[src/rtl/ins_mem_pkg.sv]
// Shared definitions for the instruction memory: bus widths, the NOP word
// and the fixed program image. Edit PROG_IMAGE to change the program.
package ins_mem_pkg;

  localparam int INS_DATA_W = 16;
  localparam int INS_ADDR_W = 16;
  localparam int INS_DEPTH  = 256;

  // Width of an index into the program image.
  localparam int IMAGE_IDX_W = 8;
  localparam int IMAGE_DEPTH = 1 << IMAGE_IDX_W;

  // Returned for empty and out-of-range locations.
  localparam logic [INS_DATA_W-1:0] INS_NOP = 16'h0000;

  // Fixed program image; any location not listed holds INS_NOP.
  localparam logic [INS_DATA_W-1:0] PROG_IMAGE [0:IMAGE_DEPTH-1] = '{
    2:       16'd18,
    4:       16'd112,
    6:       16'd144,
    8:       16'd160,
    10:      16'd194,
    12:      16'd128,
    default: INS_NOP
  };

endpackage

[src/rtl/ram_instruction.sv]
// Read-only instruction memory. The read is combinational from ADDBUS.
// While RD is high the read word is also captured into hold_q on every
// rising clk edge; while RD is low DATAOUT replays hold_q, so the fetch
// stage never sees a floating or unknown word.
module ram_instruction
  import ins_mem_pkg::*;
#(
  parameter int DATA_W = INS_DATA_W,
  parameter int ADDR_W = INS_ADDR_W,
  parameter int DEPTH  = INS_DEPTH
) (
  input  logic              clk,
  input  logic              rst_n,
  input  logic [ADDR_W-1:0] ADDBUS,
  input  logic              RD,
  output logic [DATA_W-1:0] DATAOUT
);

  // ROM lookup. Addresses at or above DEPTH return NOP rather than
  // wrapping; the upper address bits only take part in that range check,
  // so they cannot select an image entry.
  function automatic logic [DATA_W-1:0] rom_read(input logic [ADDR_W-1:0] addr);
    logic [DATA_W-1:0] word;
    word = DATA_W'(INS_NOP);
    if ((32'(addr) < 32'(DEPTH)) && (32'(addr) < 32'(IMAGE_DEPTH))) begin
      word = DATA_W'(PROG_IMAGE[addr[IMAGE_IDX_W-1:0]]);
    end
    return word;
  endfunction

  logic [DATA_W-1:0] rd_word;
  logic [DATA_W-1:0] hold_q;

  // Combinational read of the current address; reset does not touch it.
  always_comb begin
    rd_word = rom_read(ADDBUS);
  end

  // Capture the read word on each edge with RD high; reset clears at once.
  always_ff @(posedge clk or negedge rst_n) begin
    if (!rst_n) begin
      hold_q <= '0;
    end else if (RD) begin
      hold_q <= rd_word;
    end
  end

  // Live word while reading, last captured word otherwise.
  always_comb begin
    DATAOUT = hold_q;
    if (RD) begin
      DATAOUT = rd_word;
    end
  end

endmodule

[config.mk]
export PLATFORM = sky130hd
export DESIGN_NAME = ram_instruction
export DESIGN_NICKNAME = d
export VERILOG_FILES = /design/src/rtl/ins_mem_pkg.sv /design/src/rtl/ram_instruction.sv
export SDC_FILE = /design/constraint.sdc
export NUM_CORES = 1
export LEC_CHECK = 0
export ABC_AREA = 1
export CELL_PAD_IN_SITES_DETAIL_PLACEMENT = 1
export CELL_PAD_IN_SITES_GLOBAL_PLACEMENT = 2
export CORE_ASPECT_RATIO = 1.25
export CORE_MARGIN = 3
export CORE_UTILIZATION = 21
export DETAILED_ROUTE_END_ITERATION = 7
export GPL_TIMING_DRIVEN = 0
export PLACE_DENSITY_LB_ADDON = 0.1
export SETUP_SLACK_MARGIN = 0.05
export SLEW_MARGIN = 20
export SYNTH_ARGS = -nofsm -noshare
export SYNTH_HDL_FRONTEND = slang
export SYNTH_SLANG_ARGS = --single-unit
export TNS_END_PERCENT = 5
[constraint.sdc]
create_clock -name clk -period 0.9 [get_ports clk]
set_input_delay 0.18 -clock clk [delete_from_list [all_inputs] [get_ports clk]]
set_output_delay 0.18 -clock clk [all_outputs]
set_load 0.02 [all_outputs]
==> Word-level counts from Yosys, hierarchy flattened <==
Memories as Yosys holds them, arrays and structs flattened.
Index checks and enable logic that the tools add are counted.
{ "totals": {"register_bits": 16, "romBits": 4096, "elab_cells": 9, "mem_count": 1} }
{ "op_classes": {"n_lt_le_gt_ge": 2, "mux": 4, "n_bitwise": 1} }
{ "mem_list": {"columns": ["name", "words", "word_bits", "read_ports", "rd_clocked_by_memory_dff", "write_ports", "line_no", "source"], "rows": [
  ["(no name shown)", 256, 16, 1, 0, 0, "ram_instruction.sv:26", "word = DATA_W'(PROG_IMAGE[addr[IMAGE_IDX_W-1:0]]);"]
]} }
{ "op_table": {"columns": ["operator", "count"], "rows": [
  ["16-bit 2-to-1 mux", 4],
  ["16-bit by 9-bit less-than comparator with 1-bit output, second input constant", 1],
  ["9-bit >= comparator, second input constant", 1],
  ["8-bit NOT with 9-bit output", 1]
]} }

==> Logic depth before layout (Yosys ltp) <==
{ "logic_depth": {"depth_word": 6, "ltp_mapped": 5} }

==> Worst setup path after synthesis <==
OpenSTA, ideal clock, no wires.
{ "synth_path": {"path_type": "input port to output port", "from": "input ADDBUS[13]", "to": "output DATAOUT[1]", "arrival_time_ns": 0.792, "path_slack_ns": -0.072, "path_stages": 5, "path_buffers": 0, "cell_sequence": "nor2_1 -> nand2_1 -> nor2_4 -> nand2_4 -> o21bai_2"} }
{ "synth_between": {"elab_chain_len": 3} }
{ "synth_lines": {"columns": ["element", "line_no", "source"], "rows": [
  ["start: declaration", "ram_instruction.sv:14", "input logic [ADDR_W-1:0] ADDBUS,"],
  ["16-bit by 9-bit less-than comparator with 1-bit output", "ram_instruction.sv:25", "if ((32'(addr) < 32'(DEPTH)) && (32'(addr) < 32'(IMAGE_DEPTH))) begin"],
  ["16-bit 2-to-1 mux", "ram_instruction.sv:25", null],
  ["16-bit 2-to-1 mux", "ram_instruction.sv:51", "if (RD) begin"],
  ["end: declaration", "ram_instruction.sv:16", "output logic [DATA_W-1:0] DATAOUT"]
]} }
Every way passes these cells.

==> Final worst setup path <==
{ "layout_path": {"from": "input ADDBUS[6]", "to": "output DATAOUT[5]"} }
{ "layout_between": {"elab_chain_len": 6} }
{ "layout_lines": {"columns": ["element", "line_no"], "rows": [
  ["8-bit NOT with 9-bit output (not written as such)", "ram_instruction.sv:26"],
  ["memory read 256 x 16 bit", null],
  ["16-bit 2-to-1 mux (not written as such) (2 in series)", "ram_instruction.sv:26"],
  ["16-bit 2-to-1 mux *", "ram_instruction.sv:25"],
  ["16-bit 2-to-1 mux *", "ram_instruction.sv:51"]
]} }
Mark *: on every way between the ends. The rest lies on a longest branch, timed or not. The select of a mux whose other input is x is not followed.

==> results <==
- The run finished, with violations left.
- The checks that failed: setup timing.
- In this run the deepest clock path goes through 2 buffers.
- The final critical delay including setup and external delays is 1.17 ns.
- In this design, the largest share of critical-path delay is due to simple AND/OR/NAND/NOR gates.
- The average vias per placed instance is 4.05.
- The overflow left after global routing is 0.
- The total number of vias is 681.
- STA classifies the critical path endpoint as an output pin.
- The area growth from synthesis to layout is 75.4%.
- The post-route netlist has 58.0% of its cells at a drive strength greater than 1.
- The level count of the clock H-tree is 1.
- The die covers 4320 sq um.
- sky130_fd_sc_hd__nor2_1 is the most common cell in the netlist.
- The maximum clock frequency is 856 MHz.
- The primary flip-flop cell chosen by synthesis mapping is sky130_fd_sc_hd__dfrtp_1.
- Together, buffers and inverters on the worst path number 2.
- After detailed placement, the total cell area comes to 1180 sq um.
- The clock reaches the later pin of the worst-skew pair after 0.24 ns.
- Once detail routing completed, the nets flagged for antenna violations numbered 0.
- After the flow finishes, the layout carries non-filler instances totaling 168.
- In this run the vertical extent of the chip is 72.7 microns.
- The largest registers in the layout are hold_q x16.
- The max-cap violation count is 0.
- The final cycle utilization of the critical path is 130%.
- The start of the worst register-to-register path is hold_q[5].
- The proportion of netlist area held by the largest area contributor is 53.5%.
- For the worst setup path, the data required time is 0.72 ns.
- The mean cell area of the mapped netlist is 8.60 sq um.
- The ratio of total power to cell area is 1080 nW/um^2.
- The first TritonRoute pass finished after 2 iterations.
- The post-synth net total is 106.
- TritonCTS created 3 clock buffers.
- The final routed wire length divided by cell count is 11.6 microns.
- Summed over all instances, the cell type with the most area after synthesis is sky130_fd_sc_hd__dfrtp_1.
- The cell with the biggest individual delay on the critical path is sky130_fd_sc_hd__o21bai_4.
- The number of standard-cell rows in the floorplan is 23.
- By count the netlist is led by sky130_fd_sc_hd__nor2_1 (22), sky130_fd_sc_hd__inv_1 (20), sky130_fd_sc_hd__dfrtp_1 (16), sky130_fd_sc_hd__nand2_1 (13), sky130_fd_sc_hd__o21bai_2 (4).
- After synthesis, the share of flip-flops with an asynchronous set or reset is 100%.
- Once the floorplan was initialized, standard cells occupied 22.6% of the core.
- The post-synthesis sequential element count is 16.
- The top-level I/O count is 35.
- The number of enable flip-flop cells after synthesis is 0.
- The number of inserted diodes is 0.
- The number of pins exceeding their max-slew limit in the final report was 0.
- Walking the worst path, the cells encountered are buf_6, nor2_2, nand2_2, nor2_4, nand2_4, o21bai_4, buf_6.
- The first global-routing pass estimated 3.32 mm of wire.
- The register with the most flip-flops in the layout has 16 of them.
- The number of fill cells is 389.
- The category of the critical setup timing path is in2out.
- Among the stages of the critical path, the cell type that occurs most often is sky130_fd_sc_hd__buf_6.
- The wire length after detailed routing is 1.94 mm.
- After floorplanning, the core was sized to cover 3310 sq um.
- The number of warnings printed during yosys synthesis is 0.
- The die is 59.4 microns wide.
- The wire-length estimate of the detail-placed layout is 1.45 mm.
- The root buffer cell chosen for the clock tree is sky130_fd_sc_hd__clkbuf_8.
- On the final layout, the worst clock skew is 0 ns.
- In the final timing run, aggregate negative setup slack is -2.70 ns.
- The weighted congestion reported at the end of routability-driven placement is 0.665.
- The reg-to-reg setup timing slack is 0.05 ns.
- The post-synthesis instance area is 748 sq um.
- The total placed cells including tap cells is 157.
- The total routing usage reported by global routing is 10.2%.
- The kind of launch point of the worst setup path is a primary input.
- After clock tree synthesis, the clock-pin slew on the worst setup and hold paths is 0.06 ns.
- For this run, the slowest stage of the critical path takes 0.17 ns.
- The portion of the post-synthesis area used by sequential elements is 53.5%.
- The gate count of the mapped netlist is 87.
- The detailed router's first-iteration violation count is 13.
- The synthesized netlist contains 13 unique library cells.
- Summed over all cells, the static leakage comes to 0.645 nW.
- The area of all placed cells without fillers is 1310 sq um.
- The headroom to the max-slew limit is 53.8%.
- Counting flops per register, the top entry is hold_q.
- The worst hold path belongs to the class in2async.
- In this run, post-CTS hold repair placed 0 buffers.
- Setup repair after global routing could not meet its margin everywhere.
- The number of endpoints failing setup at the final stage is 16.
- Entering global routing, the biggest net connects 17 pins.
- The destination of the worst register-to-register timing path is hold_q[5].
- Data on the critical path arrives at its endpoint at 0.99 ns.
- The number of antenna violations at the first check in global routing is 0.
- TritonCTS built the clock tree.
- Of all nets on the critical path, the largest fanout is 4.
- The slew at the pin closest to its max-slew limit is 0.693 ns.
- The number of failing hold endpoints at the final stage was 0.
- The utilization of the core after routing is 39.7%.
- The cell depth of the worst flop-to-flop path is 4.
- The final net count is 152.
- After detailed routing, the number of remaining DRC violations is 0.
- VDD sags by at most 0.673 mV.
- The worst setup margin is -0.268 ns.
- CTS saw 16 sinks.
- The count of buffers added on input and output ports is 33.
- By area the synthesized netlist is led by sky130_fd_sc_hd__dfrtp_1 (54%), sky130_fd_sc_hd__nor2_1 (11%), sky130_fd_sc_hd__inv_1 (10%), sky130_fd_sc_hd__nand2_1 (6.5%), sky130_fd_sc_hd__o21bai_2 (6.0%).
- The via count of the first global-routing pass is 752.
## metrics by stage
step	setup WS, ns	power (mW)	hold WS (ns)
floorplan	-0.0405	0.799	-0.116
detailed placement	-1.14	0.904	0.421
finish	-0.268	1.42	0.0866
global placement	-1.10	0.901	0.414
CTS	-0.280	1.44	0.117
global route	-0.341	1.50	0.137
## worst register-to-register path, stage by stage (launching register included)
cell	delay (ns)
sky130_fd_sc_hd__dfrtp_1	0.36
sky130_fd_sc_hd__inv_1	0.05
sky130_fd_sc_hd__nor2_1	0.03
sky130_fd_sc_hd__o21bai_4	0.17
sky130_fd_sc_hd__buf_4	0.13
## kinds of logic (layout without fill, tap and decap cells)
logic type                Yosys count  count (layout)  share of synthesized area, %
and+or+nand+nor                    42              42                          25.6
AOI/OAI and AO/OA                   5               5                          7.02
xor gates and xnor gates            1               1                          1.17
buffers and inverters              23              67                          12.7
DFF                                16              16                          53.5
## worst max path at each step
| stage | from | to | slack [ns] | cells after the start |
|---|---|---|---|---|
| floorplan | ADDBUS[13] | DATAOUT[1] | -0.04 | 5 |
| global placement | ADDBUS[2] | DATAOUT[6] | -1.10 | 7 |
| detailed placement | ADDBUS[2] | DATAOUT[6] | -1.14 | 7 |
| CTS | hold_q[5] | DATAOUT[5] | -0.28 | 4 |
| global route | hold_q[6] | DATAOUT[6] | -0.34 | 4 |
| finish | ADDBUS[6] | DATAOUT[5] | -0.27 | 7 |
## layout make-up
cell class	count	area (sq um)	area share [%]
clock buffers	3	41.3	3.15
repair buffers	41	377	28.7
plain buffers	2	16.3	1.24
well taps	37	46.3	3.53
multi-input cells	48	353	26.9
inverters	21	78.8	6.01
flip-flops and latches	16	400	30.5
## power breakdown
group / leakage (nW) / switching [mW] / internal [mW] / total (mW)
clock: 0.0216 / 0.219 / 0.296 / 0.515
sequential: 0.224 / 0.00000608 / 0.720 / 0.720
combinational: 0.400 / 0.0986 / 0.0825 / 0.181
total: 0.645 / 0.317 / 1.10 / 1.42
## timing repair
item / CTS / global route
hold endpoints to repair: 0 / 0
pin swaps: 21 / 2
setup endpoints to repair: 37 / 21
buffers inserted: 8 / 0
cloned: 0 / 0
resized for setup: 165 / 4
## placed cells by master, fill, tap and decap left out
master	n
sky130_fd_sc_hd__dfrtp_1	16
sky130_fd_sc_hd__nor2_4	5
sky130_fd_sc_hd__nand2_1	7
sky130_fd_sc_hd__inv_2	3
sky130_fd_sc_hd__nor2_2	11
sky130_fd_sc_hd__buf_6	22
sky130_fd_sc_hd__xor2_1	1
sky130_fd_sc_hd__clkbuf_4	1
sky130_fd_sc_hd__nand3_1	2
sky130_fd_sc_hd__nand2_4	2
sky130_fd_sc_hd__nand2_2	6
sky130_fd_sc_hd__nand3_2	1
sky130_fd_sc_hd__dlygate4sd2_1	1
sky130_fd_sc_hd__clkdlybuf4s15_2	1
sky130_fd_sc_hd__nor2_1	8
sky130_fd_sc_hd__buf_4	9
sky130_fd_sc_hd__clkbuf_8	3
sky130_fd_sc_hd__buf_2	8
sky130_fd_sc_hd__inv_1	18
sky130_fd_sc_hd__o21bai_4	4
sky130_fd_sc_hd__clkdlybuf4s15_1	1
sky130_fd_sc_hd__o211ai_1	1
## metal layers
metal	vias up	global-route usage, %	part of all wire [%]
met5	-	0	0
met4	0	5.29	2.4
met2	23	17.9	54
li1	337	-	-
met1	316	11.1	36
met3	5	2.30	7.6
(Power assumes the default switching activity.)
